<file path="src/rtl/instr_fetch.sv">
// -----------------------------------------------------------------------------
// instr_fetch
// Fetch sequencer that sits directly in front of the instruction register.
// It keeps the fetch program counter and issues one synchronous read per
// instruction to instruction memory. MEM_LAT cycles later it captures the
// returned word and presents it with a one-cycle IR load strobe. It then
// waits for the execute stage before choosing the next address: sequential,
// branch target, or halt.
//
// Ports:
//   clk        in   system clock; all state changes on the rising edge
//   reset      in   asynchronous, active-low; clears all state
//   start      in   begin fetching (only looked at while idle)
//   exec_done  in   execute stage finished (only looked at in EXEC)
//   br_taken   in   with exec_done: next fetch address is br_target
//   br_target  in   branch destination
//   halt       in   with exec_done: stop fetching (wins over br_taken)
//   mem_data   in   instruction memory read data
//   mem_addr   out  instruction memory address (registered)
//   mem_rd     out  read strobe, high for exactly one cycle per fetch
//   ir_load    out  one-cycle IR write enable
//   ir_data    out  fetched instruction word
//   pc         out  address of the word on ir_data
//   busy       out  high while a fetch/execute cycle is in progress
//   halted     out  high once halted; only reset leaves this state
// -----------------------------------------------------------------------------
module instr_fetch #(
    parameter int                 ADDR_W   = 16,
    parameter int                 MEM_LAT  = 1,
    parameter logic [ADDR_W-1:0]  RESET_PC = '0
) (
    input  logic              clk,
    input  logic              reset,
    input  logic              start,
    input  logic              exec_done,
    input  logic              br_taken,
    input  logic [ADDR_W-1:0] br_target,
    input  logic              halt,
    input  logic [15:0]       mem_data,
    output logic [ADDR_W-1:0] mem_addr,
    output logic              mem_rd,
    output logic              ir_load,
    output logic [15:0]       ir_data,
    output logic [ADDR_W-1:0] pc,
    output logic              busy,
    output logic              halted
);

    typedef enum logic [2:0] {
        S_IDLE,
        S_ADDR,
        S_WAIT,
        S_LOAD,
        S_EXEC,
        S_HALTED
    } state_t;

    // Final WAIT count: WAIT lasts MEM_LAT cycles, and the counter starts at 0.
    localparam logic [2:0]        LAST_CNT = 3'(MEM_LAT - 1);
    localparam logic [ADDR_W-1:0] PC_ONE   = ADDR_W'(1);

    state_t            state_q,    state_d;
    logic [ADDR_W-1:0] fetch_pc_q, fetch_pc_d;
    logic [ADDR_W-1:0] mem_addr_q, mem_addr_d;
    logic              mem_rd_q,   mem_rd_d;
    logic              ir_load_q,  ir_load_d;
    logic [15:0]       ir_data_q,  ir_data_d;
    logic [ADDR_W-1:0] pc_q,       pc_d;
    logic              busy_q,     busy_d;
    logic              halted_q,   halted_d;
    logic [2:0]        cnt_q,      cnt_d;
    logic [ADDR_W-1:0] next_pc;

    // All outputs are registered. Each output's value for the next state is
    // therefore set on the transition into that state.
    always_comb begin
        state_d    = state_q;
        fetch_pc_d = fetch_pc_q;
        mem_addr_d = mem_addr_q;
        mem_rd_d   = 1'b0;
        ir_load_d  = 1'b0;
        ir_data_d  = ir_data_q;
        pc_d       = pc_q;
        busy_d     = busy_q;
        halted_d   = halted_q;
        cnt_d      = cnt_q;
        next_pc    = br_taken ? br_target : (fetch_pc_q + PC_ONE);

        case (state_q)
            S_IDLE: begin
                if (start) begin
                    state_d    = S_ADDR;
                    mem_rd_d   = 1'b1;
                    mem_addr_d = fetch_pc_q;
                    busy_d     = 1'b1;
                end
            end
            S_ADDR: begin
                state_d = S_WAIT;
                cnt_d   = 3'd0;
            end
            S_WAIT: begin
                // The word read in ADDR is valid on mem_data during the last WAIT cycle.
                if (cnt_q == LAST_CNT) begin
                    state_d   = S_LOAD;
                    ir_data_d = mem_data;
                    pc_d      = fetch_pc_q;
                    ir_load_d = 1'b1;
                    cnt_d     = 3'd0;
                end else begin
                    cnt_d = cnt_q + 3'd1;
                end
            end
            S_LOAD: begin
                state_d = S_EXEC;
            end
            S_EXEC: begin
                if (exec_done) begin
                    if (halt) begin
                        state_d  = S_HALTED;
                        busy_d   = 1'b0;
                        halted_d = 1'b1;
                    end else begin
                        state_d    = S_ADDR;
                        fetch_pc_d = next_pc;
                        mem_addr_d = next_pc;
                        mem_rd_d   = 1'b1;
                    end
                end
            end
            S_HALTED: begin
                state_d = S_HALTED;
            end
            default: begin
                state_d = S_IDLE;
            end
        endcase
    end

    // State register. Reset returns to IDLE immediately. Any read that is
    // still in flight is simply never captured.
    always_ff @(posedge clk or negedge reset) begin
        if (!reset) begin
            state_q    <= S_IDLE;
            fetch_pc_q <= RESET_PC;
            mem_addr_q <= RESET_PC;
            mem_rd_q   <= 1'b0;
            ir_load_q  <= 1'b0;
            ir_data_q  <= 16'h0000;
            pc_q       <= RESET_PC;
            busy_q     <= 1'b0;
            halted_q   <= 1'b0;
            cnt_q      <= 3'd0;
        end else begin
            state_q    <= state_d;
            fetch_pc_q <= fetch_pc_d;
            mem_addr_q <= mem_addr_d;
            mem_rd_q   <= mem_rd_d;
            ir_load_q  <= ir_load_d;
            ir_data_q  <= ir_data_d;
            pc_q       <= pc_d;
            busy_q     <= busy_d;
            halted_q   <= halted_d;
            cnt_q      <= cnt_d;
        end
    end

    assign mem_addr = mem_addr_q;
    assign mem_rd   = mem_rd_q;
    assign ir_load  = ir_load_q;
    assign ir_data  = ir_data_q;
    assign pc       = pc_q;
    assign busy     = busy_q;
    assign halted   = halted_q;

endmodule
</file>
<file path="config.mk">
export PLATFORM = sky130hd
export DESIGN_NAME = instr_fetch
export DESIGN_NICKNAME = d
export VERILOG_FILES = /design/src/rtl/instr_fetch.sv
export SDC_FILE = /design/constraint.sdc
export NUM_CORES = 1
export LEC_CHECK = 0
export ABC_AREA = 1
export CORE_MARGIN = 2
export CORE_UTILIZATION = 53
export DETAILED_ROUTE_END_ITERATION = 7
export GPL_TIMING_DRIVEN = 0
export PLACE_DENSITY = 0.93
export SYNTH_ARGS = -nofsm -noshare
export SYNTH_HDL_FRONTEND = slang
export SYNTH_SLANG_ARGS = --single-unit
export TNS_END_PERCENT = 30
</file>
<file path="constraint.sdc">
create_clock -name clk -period 4.4 [get_ports clk]
set_clock_uncertainty 0.1 [all_clocks]
set_input_delay 0.88 -clock clk [delete_from_list [all_inputs] [get_ports clk]]
set_output_delay 0.88 -clock clk [all_outputs]
set_load 0.02 [all_outputs]
</file>
==> results of run 1 <==
final cells by class:
type,instances,share of cell area [%]
clock inverter,4,1.51
tap,77,2.01
multi-input combinational,320,30.9
clock buffer,12,3.45
inverter,40,3.19
buffer,15,1.78
timing repair buffer,89,18.5
sequential,74,38.6
power by group through the flow:
stage | clock network [mW] | registers, mW | logic [mW]
6_report | 0.610 | 1.23 | 1.70
5_1_grt | 0.650 | 1.27 | 1.88
4_1_cts | 0.616 | 1.22 | 1.71
3_5_place_dp | 0 | 1.23 | 1.69
3_3_place_gp | 0 | 1.22 | 1.63
2_1_floorplan | 0 | 1.47 | 0.718
path summary, 6_finish.rpt:
kind	startpoint	to	slack, ps	cells after the start
setup / recovery	pc[8]	pc[8]	2080	1
hold / removal	halted	halted	370	2
setup reg to reg	fetch_pc_q[0]	mem_addr[8]	2560	9
hold reg to reg	halted	halted	370	2
max in group asynchronous	reset	mem_addr[8]	3050	1
min in group asynchronous	reset	ir_data[7]	570	1
per-stage QoR:
stage / hold WS, ps / power, mW / instances / worst slack [ps] / utilization, %
after floorplan: 390 / 2.19 / 449 / 2620 / -
after global placement: 351 / 2.85 / 615 / -12.0 / 71.0
after detailed placement: 355 / 2.92 / 615 / 1770 / 70.9
after CTS: 374 / 3.55 / 631 / 2070 / 74.6
after global routing: 402 / 3.80 / 631 / 1970 / 74.6
final: 368 / 3.54 / 631 / 2080 / 74.6
layer usage:
metal  vias to the layer above  part of all wire (%)
li1                       1644                     -
met1                      1601                    42
met2                       139                    49
met3                        22                   6.3
met4                         0                   2.3
met5                         -                     0
registers in the layout, summed over array words and instances, names as in the netlist:
register    flops
busy            1
cnt_q           3
fetch_pc_q     16
halted          1
ir_data        16
ir_load         1
mem_addr       16
mem_rd          1
pc             16
state_q         3
cells by family after synthesis:
group | after synthesis | synth area share (%)
adders and majority gates | 3 | 1.05
AOI/OAI and AO/OA | 76 | 11.8
buffers and inverters | 55 | 6.66
DFF | 74 | 51.9
and+or+nand+nor | 241 | 28.6
layout by cell type, fill, tap and decap left out, drive strengths merged:
| cell type | synthesis | layout |
|---|---|---|
| a21oi | 14 | 14 |
| a31oi | 9 | 9 |
| buf | 12 | 13 |
| bufinv | 0 | 2 |
| clkbuf | 3 | 15 |
| clkdlybuf4s50 | 0 | 88 |
| clkinv | 1 | 2 |
| clkinvlp | 0 | 1 |
| dfrtp | 74 | 74 |
| ha | 3 | 3 |
| inv | 39 | 39 |
| nand2 | 174 | 174 |
| nand3 | 32 | 32 |
| nand4 | 2 | 2 |
| nor2 | 33 | 33 |
| o211ai | 1 | 1 |
| o21ai | 51 | 51 |
| o311ai | 1 | 1 |
==> impl_metrics.tcl, run 1 <==
set metrics [dict create \
    path_clk_slew_ps 80 \
    nets 590 \
    max_freq_ghz 0.432 \
    grt_pass1_wl_um 15400 \
    die_w_um 86.1 \
    yosysTopAreaCell "dfrtp_1" \
    drc 0 \
    seq_area_um2 1850 \
    p_int_mw 2.06 \
    avgSynthCellArea_um2 7.95 \
    vias_per_cell 5.40 \
    status "complete, no violations" \
    io_pins 90 \
    comb_power_share_pct 48.1 \
    hpwl_um 6840 \
    portBuffers 89 \
    ys_types 24 \
    setup-tns-final_ps 0 \
    area_growth_syn_to_layout_pct 34.2 \
    wl_um 9110 \
    syn-cell-area_um2 3570 \
    slew_headroom_pct 38.8 \
    diodes 0 \
    worstHoldPathType "flip-flop to flip-flop" \
    synth.area.top_cells "dfrtp_1 52%, nand2_1 18%, o21ai_0 7.2%, nand3_1 4.2%, inv_1 3.7%" \
    grt_max_degree 75 \
    drt_iter0_drc 313 \
    antenna_found_initial 0 \
    clock-sinks 74 \
    cts_hold_buffers 0 \
    critical_path.top_delay_family "buffers and inverters" \
    grt_pass1_vias 3363 \
    synthFlopType "dfrtp_1" \
    ys_async_sr_fraction_pct 100 \
    clock_tree.root_cell "clkbuf_8" \
    synth_most_common_cell "nand2_1" \
    grt_overflow 0 \
    ant_nets 0 \
    synth-edff-count 0 \
    syn_nets 490 \
    rows 29 \
    critical_path_buf_inv_count 1 \
    cp_max_fo 2 \
    use_met2_pct 44.7 \
    ys_seq_area_share_pct 51.9 \
    power_frac_seq_pct 34.7 \
    post_dp_cell_area_um2 4550 \
    wire_per_inst_um 14.4 \
    min_period_ps 2320 \
    worstMarginPinSlew_ps 918 \
    worstPathRequired_ps 3420 \
    tritoncts "done" \
    crit_path_max_incr_delay_ps 620 \
    postLayoutCellArea_um2 4790 \
    hold_viol_final 0 \
    globalRouteMet1Util_pct 33.7 \
    switching_power_mw 1.48 \
    clock_power_share_pct 17.2 \
    p_sw_share_pct 41.9 \
    synthTopCellsByCount "172 x nand2_1, 74 x dfrtp_1, 51 x o21ai_0, 35 x inv_1, 31 x nor2_1" \
    cp-start-kind "flip-flop" \
    p_per_area_nw_per_um2 739 \
    finalSetupViolCount 0 \
    maxCapViolations 0 \
    period_share_pct 52.7 \
    ir_drop_v 0.000444 \
    cp_data_arrival_time_ps 1340 \
    drive_above_1_share_pct 7.94 \
    cp_cell_sequence "clkdlybuf4s50_1" \
    vias 3406 \
    htreeDepth 3 \
    grtUsageMet3_pct 4.43 \
    netlist_instances 449 \
    gp_congestion 1.00 \
    cts_buffer_depth 2 \
    cts_setup_buffers 0 \
    slowest_stage "clkdlybuf4s50_1" \
    p_leak_nw 2.28 \
    cts_made_buffers 9 \
    nFillCells 458 \
    track_usage_pct 26.4 \
    start_util_pct 55.6 \
    core_um2 6420 \
    criticalPathCategory "flip-flop to output port" \
    die_area_um2 7410 \
    grt-busiest-layer "met2" \
    rsz0062_at_grt "false" \
    slew_viol_final 0 \
    netlist.area_leader.share_pct 51.9 \
    die_h_um 86.1 \
    ys_ff_latch 74 \
    worstSkewPairLatency_ps 340 \
    ctsResizeCount 0 \
    drtPass1Iterations 7 \
    yosys_warnings 0 \
    multi_input_area_um2 1480 \
    end_kind "output port" \
]
Note: power is estimated with default switching activity, not from simulation.
==> run 2: changes to the inputs <==
Settings changed: CORE_UTILIZATION 53 to 44, PLACE_DENSITY 0.93 to 0.84.
Clock period 4.4 ns to 2.1 ns, I/O delays scaled along.
==> impl_metrics.tcl, run 2 (same netlist as run 1, synthesis figures left out) <==
set metrics [dict create \
    drtPass1Iterations 4 \
    place_ws_ps -84.6 \
    cp_data_arrival_time_ps 1990 \
    ctsResizeCount 0 \
    status "complete, no violations" \
    postLayoutCellArea_um2 4790 \
    wire_per_inst_um 13.8 \
    gp_congestion 0.892 \
    dp.cells 640 \
    slew_headroom_pct 40.2 \
    die_w_um 94.1 \
    track_usage_pct 21.3 \
    vias 3261 \
    hold_viol_final 0 \
    clock-sinks 74 \
    wl_um 9030 \
    finalSetupViolCount 0 \
    clock_tree.root_cell "clkbuf_8" \
    final_cell_mix "172 x nand2_1, 88 x clkdlybuf4s50_1, 74 x dfrtp_1" \
    grt_pass1_vias 3260 \
    drive_above_1_share_pct 7.94 \
    p_leak_nw 2.27 \
    p_per_area_nw_per_um2 1500 \
    die_area_um2 8850 \
    cts_buffer_depth 2 \
    nets 590 \
    cts_made_buffers 9 \
    cts_hold_buffers 0 \
    core_um2 7810 \
    post_dp_cell_area_um2 4590 \
    io_pins 90 \
    worstSkewPairLatency_ps 330 \
    hold_slack_ps 119 \
    drc 0 \
    end_kind "flip-flop" \
    hpwl_um 6850 \
    cp-start-kind "input pin" \
    final_cells 656 \
    tritoncts "done" \
    path_clk_slew_ps 70 \
    drt_iter0_drc 239 \
    postLayoutCoreUtil_pct 61.3 \
    cp_max_fo 10 \
    slew_viol_final 0 \
    start_util_pct 45.7 \
    seq_area_um2 1850 \
    grt_overflow 0 \
    criticalPathCategory "input pin to flip-flop" \
    ant_nets 0 \
    rows 32 \
    portBuffers 89 \
    ir_drop_v 0.000657 \
    grt_max_degree 75 \
    htreeDepth 3 \
    total_power_mw 7.20 \
    period_share_pct 89.4 \
    die_h_um 94.1 \
    worstMarginPinSlew_ps 897 \
    cts_setup_buffers 0 \
    grt_pass1_wl_um 14800 \
    rsz0062_at_grt "false" \
    final_common_cell "nand2_1" \
    min_period_ps 1880 \
    max_freq_ghz 0.532 \
    area_growth_syn_to_layout_pct 34.2 \
    worstHoldPathType "input pin to async pin" \
    vias_per_cell 4.97 \
    diodes 0 \
    antenna_found_initial 0 \
    worstPathRequired_ps 2210 \
    setup-tns-final_ps 0 \
    nFillCells 708 \
    maxCapViolations 0 \
    timing.final.ws_setup_ps 222 \
    multi_input_area_um2 1480 \
]
-- run 2: worst max-delay path: stages --
cell and delay, ps:
clkdlybuf4s50_1 570, clkinv_1 260, clkbuf_1 320, nand3_1 170
o21ai_0 100, nand2_1 80, o21ai_0 70
-- run 2: power by group --
group / switching [mW] / total, mW / internal, mW
Clock: 0.500 / 1.11 / 0.608
Sequential: 0.493 / 2.57 / 2.08
Combinational: 2.05 / 3.52 / 1.47
-- run 2: layout make-up --
| class | instances | share of cell area [%] |
|---|---|---|
| clock buffers | 11 | 3.16 |
| repair buffers | 89 | 18.5 |
| inverters | 40 | 3.19 |
| well taps | 102 | 2.66 |
| plain buffers | 15 | 1.78 |
| clock inverters | 5 | 1.10 |
| flip-flops and latches | 74 | 38.7 |
| multi-input cells | 320 | 30.9 |
-- run 2: worst paths after layout --
path                          startpoint            end  slack [ps]  depth (start not counted)
setup / recovery                br_taken  fetch_pc_q[7]         220                          7
setup reg to reg           fetch_pc_q[1]   mem_addr[12]         260                          9
hold reg to reg                   halted         halted         370                          2
hold / removal                     reset    ir_data[10]         120                          1
max in group asynchronous          reset   mem_addr[10]        1200                          1
min in group clk                  halted         halted         370                          2
-- run 2: routing by layer --
metal,up-vias,wire [µm],global-route usage [%]
met5,-,0,0
met4,0,175,9.18
met3,14,570,3.69
met2,115,4300,36.0
met1,1488,3990,26.8
li1,1644,-,-
